### src/rtl/dht11_report_sched_if.sv
// Byte-stream handshake between the report scheduler and the UART transmitter.
// The master holds tx_data/tx_valid until the slave accepts with tx_ready.
interface dht11_report_sched_if;
  logic [7:0] tx_data;
  logic       tx_valid;
  logic       tx_ready;

  modport master (output tx_data, output tx_valid, input tx_ready);
  modport slave  (input tx_data, input tx_valid, output tx_ready);
endinterface

### src/rtl/dht11_report_sched.sv
// Periodic DHT11 measurement scheduler: requests a read, waits for the frame,
// snapshots the ASCII digits and streams a fixed-format text report to the UART.
module dht11_report_sched #(
  parameter int PERIOD_CYC  = 100_000_000,
  parameter int TIMEOUT_CYC = 50_000_000,
  parameter int SETTLE_CYC  = 4
) (
  input  logic                        sys_clk,
  input  logic                        sys_rst,
  input  logic                        enable,
  output logic                        meas_req,
  input  logic                        meas_done,
  input  logic                        meas_ok,
  input  logic                        sign,
  input  logic [23:0]                 t_ascii,
  input  logic [23:0]                 h_ascii,
  dht11_report_sched_if.master        tx,
  output logic                        report_busy,
  output logic [7:0]                  err_cnt
);

  typedef enum logic [2:0] {IDLE, REQ, WAIT, SETTLE, SEND, GAP} state_t;

  localparam int PW = $clog2(PERIOD_CYC);
  localparam int TW = $clog2(TIMEOUT_CYC);
  localparam int SW = $clog2(SETTLE_CYC);
  localparam logic [PW-1:0] PERIOD_LAST  = PW'(PERIOD_CYC - 1);
  localparam logic [TW-1:0] TIMEOUT_LAST = TW'(TIMEOUT_CYC - 1);
  localparam logic [SW-1:0] SETTLE_LAST  = SW'(SETTLE_CYC - 1);
  localparam logic [4:0]    NORMAL_LAST  = 5'd17;
  localparam logic [4:0]    ERROR_LAST   = 5'd4;

  state_t        state_reg, state_next;
  logic [PW-1:0] period_reg, period_next;
  logic [TW-1:0] timeout_reg, timeout_next;
  logic [SW-1:0] settle_reg, settle_next;
  logic [4:0]    idx_reg, idx_next;
  logic [7:0]    err_reg, err_next;
  logic          err_msg_reg, err_msg_next;
  logic          sign_reg, sign_next;
  logic [23:0]   t_reg, t_next;
  logic [23:0]   h_reg, h_next;
  logic [7:0]    byte_sel;

  always_ff @(posedge sys_clk) begin
    if (sys_rst) begin
      state_reg   <= IDLE;
      period_reg  <= '0;
      timeout_reg <= '0;
      settle_reg  <= '0;
      idx_reg     <= '0;
      err_reg     <= '0;
      err_msg_reg <= 1'b0;
      sign_reg    <= 1'b0;
      t_reg       <= '0;
      h_reg       <= '0;
    end else begin
      state_reg   <= state_next;
      period_reg  <= period_next;
      timeout_reg <= timeout_next;
      settle_reg  <= settle_next;
      idx_reg     <= idx_next;
      err_reg     <= err_next;
      err_msg_reg <= err_msg_next;
      sign_reg    <= sign_next;
      t_reg       <= t_next;
      h_reg       <= h_next;
    end
  end

  always_comb begin
    state_next   = state_reg;
    period_next  = (period_reg == PERIOD_LAST) ? period_reg : period_reg + 1'b1;
    timeout_next = timeout_reg;
    settle_next  = settle_reg;
    idx_next     = idx_reg;
    err_next     = err_reg;
    err_msg_next = err_msg_reg;
    sign_next    = sign_reg;
    t_next       = t_reg;
    h_next       = h_reg;

    case (state_reg)
      IDLE: begin
        if (enable) state_next = REQ;
      end
      REQ: begin
        // The REQ cycle itself is cycle 0 of the period, so the next value is 1.
        period_next  = PW'(1);
        timeout_next = '0;
        state_next   = WAIT;
      end
      WAIT: begin
        timeout_next = timeout_reg + 1'b1;
        if (meas_done && meas_ok) begin
          settle_next = '0;
          state_next  = SETTLE;
        end else if ((meas_done && !meas_ok) || (timeout_reg == TIMEOUT_LAST)) begin
          err_msg_next = 1'b1;
          idx_next     = '0;
          err_next     = (err_reg == 8'hFF) ? err_reg : err_reg + 8'd1;
          state_next   = SEND;
        end else if (!enable) begin
          state_next = IDLE;
        end
      end
      SETTLE: begin
        settle_next = settle_reg + 1'b1;
        if (settle_reg == SETTLE_LAST) begin
          sign_next    = sign;
          t_next       = t_ascii;
          h_next       = h_ascii;
          err_msg_next = 1'b0;
          idx_next     = '0;
          state_next   = SEND;
        end
      end
      SEND: begin
        if (tx.tx_ready) begin
          if (idx_reg == (err_msg_reg ? ERROR_LAST : NORMAL_LAST)) state_next = GAP;
          else idx_next = idx_reg + 5'd1;
        end
      end
      GAP: begin
        // A saturated period counter makes an overdue request fire on the first GAP cycle.
        if (!enable) state_next = IDLE;
        else if (period_reg == PERIOD_LAST) state_next = REQ;
      end
      default: state_next = IDLE;
    endcase
  end

  always_comb begin
    byte_sel = 8'h00;
    if (err_msg_reg) begin
      case (idx_reg)
        5'd0:       byte_sel = "E";
        5'd1, 5'd2: byte_sel = "R";
        5'd3:       byte_sel = 8'h0D;
        5'd4:       byte_sel = 8'h0A;
        default:    byte_sel = 8'h00;
      endcase
    end else begin
      case (idx_reg)
        5'd0:    byte_sel = "T";
        5'd1:    byte_sel = ":";
        5'd2:    byte_sel = sign_reg ? "-" : "+";
        5'd3:    byte_sel = t_reg[23:16];
        5'd4:    byte_sel = t_reg[15:8];
        5'd5:    byte_sel = ".";
        5'd6:    byte_sel = t_reg[7:0];
        5'd7:    byte_sel = "C";
        5'd8:    byte_sel = " ";
        5'd9:    byte_sel = "H";
        5'd10:   byte_sel = ":";
        5'd11:   byte_sel = h_reg[23:16];
        5'd12:   byte_sel = h_reg[15:8];
        5'd13:   byte_sel = ".";
        5'd14:   byte_sel = h_reg[7:0];
        5'd15:   byte_sel = "%";
        5'd16:   byte_sel = 8'h0D;
        5'd17:   byte_sel = 8'h0A;
        default: byte_sel = 8'h00;
      endcase
    end
  end

  assign meas_req    = (state_reg == REQ);
  assign tx.tx_valid = (state_reg == SEND);
  assign tx.tx_data  = (state_reg == SEND) ? byte_sel : 8'h00;
  assign report_busy = (state_reg != IDLE) && (state_reg != GAP);
  assign err_cnt     = err_reg;

endmodule
### src/flat_wrapper.sv
// flat-port wrapper written by rule: the top's interface ports become plain ports
module dht11_report_sched_flat 
#(
  parameter int PERIOD_CYC  = 100_000_000,
  parameter int TIMEOUT_CYC = 50_000_000,
  parameter int SETTLE_CYC  = 4
)
  (sys_clk, sys_rst, enable, meas_req, meas_done, meas_ok, sign, t_ascii, h_ascii, report_busy, err_cnt, tx_tx_data, tx_tx_valid, tx_tx_ready);
  dht11_report_sched_if tx_i ();
  input  logic sys_clk;
  input  logic sys_rst;
  input  logic enable;
  output logic meas_req;
  input  logic meas_done;
  input  logic meas_ok;
  input  logic sign;
  input  logic [23:0] t_ascii;
  input  logic [23:0] h_ascii;
  output logic report_busy;
  output logic [7:0] err_cnt;
  output wire logic [$bits(tx_i.tx_data)-1:0] tx_tx_data;
  output wire logic [$bits(tx_i.tx_valid)-1:0] tx_tx_valid;
  input wire logic [$bits(tx_i.tx_ready)-1:0] tx_tx_ready;
  assign tx_tx_data = tx_i.tx_data;
  assign tx_tx_valid = tx_i.tx_valid;
  assign tx_i.tx_ready = tx_tx_ready;
  dht11_report_sched #(.PERIOD_CYC(PERIOD_CYC), .TIMEOUT_CYC(TIMEOUT_CYC), .SETTLE_CYC(SETTLE_CYC)) u_core (.sys_clk(sys_clk), .sys_rst(sys_rst), .enable(enable), .meas_req(meas_req), .meas_done(meas_done), .meas_ok(meas_ok), .sign(sign), .t_ascii(t_ascii), .h_ascii(h_ascii), .tx(tx_i), .report_busy(report_busy), .err_cnt(err_cnt));
endmodule
### config.mk
export PLATFORM = sky130hd
export DESIGN_NAME = dht11_report_sched_flat
export DESIGN_NICKNAME = d
export VERILOG_FILES = /design/src/rtl/dht11_report_sched_if.sv /design/src/rtl/dht11_report_sched.sv /design/src/flat_wrapper.sv
export SDC_FILE = /design/constraint.sdc
export NUM_CORES = 1
export LEC_CHECK = 0
export ABC_AREA = 1
export CORE_MARGIN = 2
export CORE_UTILIZATION = 57
export DETAILED_ROUTE_END_ITERATION = 16
export PLACE_DENSITY = 0.89
export SLEW_MARGIN = 15
export SYNTH_ARGS = -nofsm -noshare
export SYNTH_HDL_FRONTEND = slang
export SYNTH_SLANG_ARGS = --single-unit
### constraint.sdc
create_clock -name sys_clk -period 2 [get_ports sys_clk]
set_input_delay 0.4 -clock sys_clk [delete_from_list [all_inputs] [get_ports sys_clk]]
set_output_delay 0.4 -clock sys_clk [all_outputs]
set_load 0.005 [all_outputs]
==> impl_results.md <==
- Port buffer count: 73
- Status: finished with violations
- Comb pwr share: 0.363
- Leakage: about 3.2 nW
- DRT Pass-1 Iters: 9
- Largest net degree at the start of global routing: 80
- Total GRT Usage: 0.322
- Synth async-reset ratio: 0
- DRT iter0 DRCs: 700
- CTS tree: built
- H-tree Lvls: 4
- Area share of the largest cell type after synthesis: 0.376
- Routability Congestion: 0.978
- Top-count cell post-synth: nand2_1
- Die Span Y: 110 um
- Final setup viols: 8
- Drt drc: 0
- Max Cap Viol: 0
- Placed instance area: 0.00761 sq mm
- Initial antenna violation count: 0
- Clock Skews: 0.00699 ns
- Synth Instances: 971
- I/O pins: 74
- #FFs+latches synth: 121
- Skew-Pair Late Insertion Delay: about 0.41 ns
- Final Util: 0.776
- DP Worst Slack: -0.417 ns
- Post-DP HPWL: between 10,000 and 15,000 um
- Distinct cells, synth: 42
- Hold Buf Count CTS: 0
- Final std cell area, no fill: around 0.0085 sq mm
- Routed WL: roughly 20,000 um
- CP endpoint kind: output pin
- Final Non-Filler Cells: 1,242
- DR WL/cell: approximately 16 um
- Root buffer cell: clkbuf_16
- Sink Count: 121
- Overall power: 0.00851 W
- DR vias: 7,225
- Failing checks: setup timing
- Die area: 0.0122 sq mm
- Nets: 1,157
- Hold crit path type: flip-flop to flip-flop
- Area growth syn-to-layout: 31.7%
- Post-synth top cells: nand2_1, dfxtp_1, inv_1, a21oi_1, nor2_1
- CP max FO: 4
- Final period demand of the worst path: 2.45 ns
- WP data arrival: 2.05 ns
- Max VDD drop: ~850 uV
- CORE AREA: 0.0109 sq mm
- Total grt overflow: 0
- Fin. max-slew vios: 0
- Mapped cell area: 0.00644 sq mm
- Final hold vios: 0
- First-pass GRT wire length: 30,800 um
- Clock group share of total power: 0.324
- Synth top area cells: dfxtp_1, nand2_1, a21oi_1, inv_1, nand3_1
- Vias in the first global route: approximately 6,700
- Cell area power density: 1000 mW/mm^2
- N_diodes: 0
- Width of the die: 110 um
- Synthesized area per cell: ~6.6 sq um
- Max reg flops: 27
- Number of synthesized flops with an enable pin: 0
- Antenna-violating nets left: 0
- Period utilisation layout: 1.23
- Switching Fraction: 0.346
- PnR worst setup slack: -0.453 ns
- Share of cells above drive strength 1: 0.186
- Initial core utilization: 0.589
- Yosys warns: 0
- Dpl cells: roughly 1,200
- Cts bufs inserted: 17
- WS Path Type: flip-flop to output pin
- Clk buf depth: 2
- CP required: between 1.5 and 2 ns
- Row Count: 38
- RSZ-0062 raised after global routing: true
- Critical Path Start Type: flip-flop
- Post-synthesis sequential area ratio: 0.376
- Dominant cell type by area after synthesis: dfxtp_1
- Register share of total power: 0.313
- Headroom to the max-slew limit: 0.662
- Fmax: 0.408 GHz
- Worst-Margin Slew: 0.507 ns
- Syn_nets: about 1,000
- Dominant synthesized flop cell: dfxtp_1
- Clock transition at path regs: approximately 0.050 ns
- Int Power: 0.00557 W
- NetSw: 0.00295 W
- Vias/cell: 5.82
==> worst paths after layout <==
kind         slack, ns                  start                     end  cells after the start
max              -0.45      u_core.idx_reg[1]           tx_tx_data[5]                     11
min               0.46       u_core.t_reg[17]        u_core.t_reg[17]                      2
max reg2reg       0.16  u_core.timeout_reg[0]  u_core.timeout_reg[16]                     12
min reg2reg       0.46       u_core.t_reg[17]        u_core.t_reg[17]                      2
==> logic make-up after synthesis <==
family	after synthesis	share of synthesized area
buffers and inverters	158	0.0948
DFF	121	0.376
xor gates and xnor gates	10	0.0136
adders and majority gates	9	0.0175
AOI/OAI and AO/OA	205	0.173
and+or+nand+nor	468	0.325
==> cells in the final DEF (no fill, tap or decap), types with 4 or more instances in the layout <==
master / instances
a21oi_1: 103
a31oi_1: 6
buf_2: 8
buf_4: 54
buf_6: 5
clkbuf_1: 4
clkbuf_16: 17
clkdlybuf4s50_1: 62
dfxtp_1: 116
ha_1: 4
inv_1: 107
inv_2: 15
inv_4: 4
nand2_1: 199
nand2_2: 17
nand3_1: 77
nand3_2: 4
nand4_1: 18
nor2_1: 80
nor2_2: 13
nor2_4: 9
nor3_1: 20
nor3_2: 11
o211ai_1: 4
o21ai_0: 60
o22ai_1: 5
o22ai_2: 4
or2_2: 9
xnor2_1: 5
xor2_1: 5
==> timing repair <==
action                     in CTS  in global routing
buffers inserted                8                  4
gates resized for setup       106                 21
pin swaps                      23                 12
setup endpoints to repair      11                 16
==> cell type report <==
cell class,instances,area [sq um]
clock buffer,24,482
timing repair buffer,134,1190
inverter,127,487
clock inverter,4,45.0
multi-input combinational,692,3680
fill,784,2450
tap,140,175
sequential,121,2430
==> power groups by stage <==
stage	sequential [W]	clock [W]	combinational, W
after global placement	0.00265	0	0.00249
final	0.00266	0.00276	0.00309
after global routing	0.00267	0.00288	0.00332
after detailed placement	0.00266	0	0.00250
after floorplan	0.00265	0	0.00147
after CTS	0.00265	0.00276	0.00276
==> through the flow <==
stage / setup TNS [ns] / hold WS (ns)
2_1_floorplan: 0 / 0.425
3_3_place_gp: -2.67 / 0.449
3_5_place_dp: -2.97 / 0.445
4_1_cts: -2.64 / 0.459
5_1_grt: -3.86 / 0.478
6_report: -3.32 / 0.461
==> per-layer routing <==
layer  track usage  vias to the layer above  wire length [um]
li1              -                     3442                 -
met1         0.392                     3339              8030
met2         0.529                      361              9210
met3        0.0776                       83              1710
met4         0.162                        0               760
met5             0                        -                 0
==> worst max-delay path, stage by stage, from the launching register on <==
cell     delay, ns
dfxtp_4       0.37
ha_4          0.17
inv_4         0.07
nor2_2        0.04
ha_2          0.19
inv_2         0.09
buf_6         0.10
buf_4         0.09
nand4_1       0.12
nor3_2        0.21
nor2_1        0.06
buf_2         0.12
(Power assumes the default switching activity.)
==> variant: new RTL, same flow settings <==
`t_reg` and `h_reg` no longer have a reset.
--- a/src/rtl/dht11_report_sched.sv
+++ b/src/rtl/dht11_report_sched.sv
@@ -53,6 +53,4 @@
       err_msg_reg <= 1'b0;
       sign_reg    <= 1'b0;
-      t_reg       <= '0;
-      h_reg       <= '0;
     end else begin
       state_reg   <= state_next;
@@ -64,7 +62,10 @@
       err_msg_reg <= err_msg_next;
       sign_reg    <= sign_next;
-      t_reg       <= t_next;
-      h_reg       <= h_next;
     end
+  end
+
+  always_ff @(posedge sys_clk) begin
+    t_reg <= t_next;
+    h_reg <= h_next;
   end
 
Formal check against the unedited RTL: same outputs for any inputs over 10 cycles, from zero or initial values and one cycle with sys_rst high; that may be too few to reach the edited logic, so the function may still have changed.
==> variant against the original RTL <==
The flow still finishes with violations (setup timing). Die area down 1.4%. Sequential cell count unchanged. Worst setup slack worse by 0.35 ns. Global-route usage up 6.0 points. Wire length up 32%. Maximum frequency down 12%. Design area up 5.3%. Synthesized area down 1.5%. Total power up 8.5%. Highest routed layer unchanged.
==> variant: results (changes against the original RTL) <==
.. list-table::
   :header-rows: 1

   * - Metric
     - Value
   * - Worst Slack Setup Final
     - -0.803 ns (-0.350 ns)
   * - Leakage dissipation
     - 0.00357 µW (+12%)
   * - Clock insertion delay at the later pin of the skew report
     - 0.55 ns (+0.14 ns)
   * - Count of vias placed by the detailed router
     - 7,398 (+2.4%)
   * - Worst hold endpoint
     - u_core.t_reg[3]
   * - Storage cell area
     - 2920 µm² (+20%)
   * - Global routing usage on met3
     - 10.3% (+2.5 points)
   * - Main area contributors after synthesis
     - sky130_fd_sc_hd__dfxtp_1 (23%), sky130_fd_sc_hd__edfxtp_1 (23%), sky130_fd_sc_hd__nand2_1 (13%)
   * - Number of synthesized flops with an enable pin
     - 48 (+48)
   * - Logic inverters
     - 100 (-21%)
   * - Cell count after synthesis
     - 824 (-15%)
   * - Portion of the layout cell area used by clock cells
     - 7.34% (+1.1 points)
   * - Clock buffers
     - 19 (-21%)
   * - Power of the sequential group
     - 2780 µW (+5%)
   * - Final-report setup violation count
     - 14 (+6)
   * - Number of iterations in the first detailed-routing pass
     - 7 (-2)
   * - NonClk Buf Share
     - 15.0% (+1.0 points)
   * - Violations in the final reports
     - setup timing
   * - Die W
     - 110 µm (-0.71%)
   * - End of the worst register-to-register path
     - u_core.state_reg[1]
   * - Met1 Use GR
     - 44.5% (+5.3 points)
   * - Result of the run
     - finished, violations left
   * - RePlAce Congestion
     - 0.926 (-5.3%)
   * - Endpoint arrival time on the critical path
     - 2.40 ns (+0.35 ns)
   * - Multi-input combinational area share
     - 38.6% (-4.7 points)
   * - Clock transition at path regs
     - 0.07 ns (+0.02 ns)
   * - Highest net fanout along the worst path
     - 8 (+4)
   * - Met2 routing resource usage after global routing
     - 61.2% (+8.2 points)
   * - NumNets Final
     - 1,045 (-9.7%)
   * - Largest net degree at the start of global routing
     - 50 (-38%)
==> variant: changes by cell type after synthesis, sizes merged, moves of 9 or more <==
cell	before	now
nand3	82	69
nor3	31	18
edfxtp	0	48
o21ai	61	22
dfxtp	121	73
o22ai	10	1
nand2	219	230
clkbuf	21	6
a21oi	106	51
inv	126	99
==> variant: cells by family after synthesis <==
family                   Yosys count  synth area share [%]
AO/OA/AOI/OAI                    107                  9.77
XOR/XNOR                           7                 0.966
adder cells (fa/ha/maj)            9                  1.77
buffers and inverters            111                  6.92
flip-flops                       121                  45.7
AND/OR/NAND/NOR                  469                  34.9
==> variant: stage by stage <==
step	setup WS, ns	TNS, ns	total power, µW
6_report	-0.803	-6.72	9240
2_1_floorplan	0.0762	0	3830
5_1_grt	-0.873	-6.85	9380
3_5_place_dp	-0.517	-3.59	4630
3_3_place_gp	-0.373	-2.73	4570
4_1_cts	-0.558	-4.19	8410
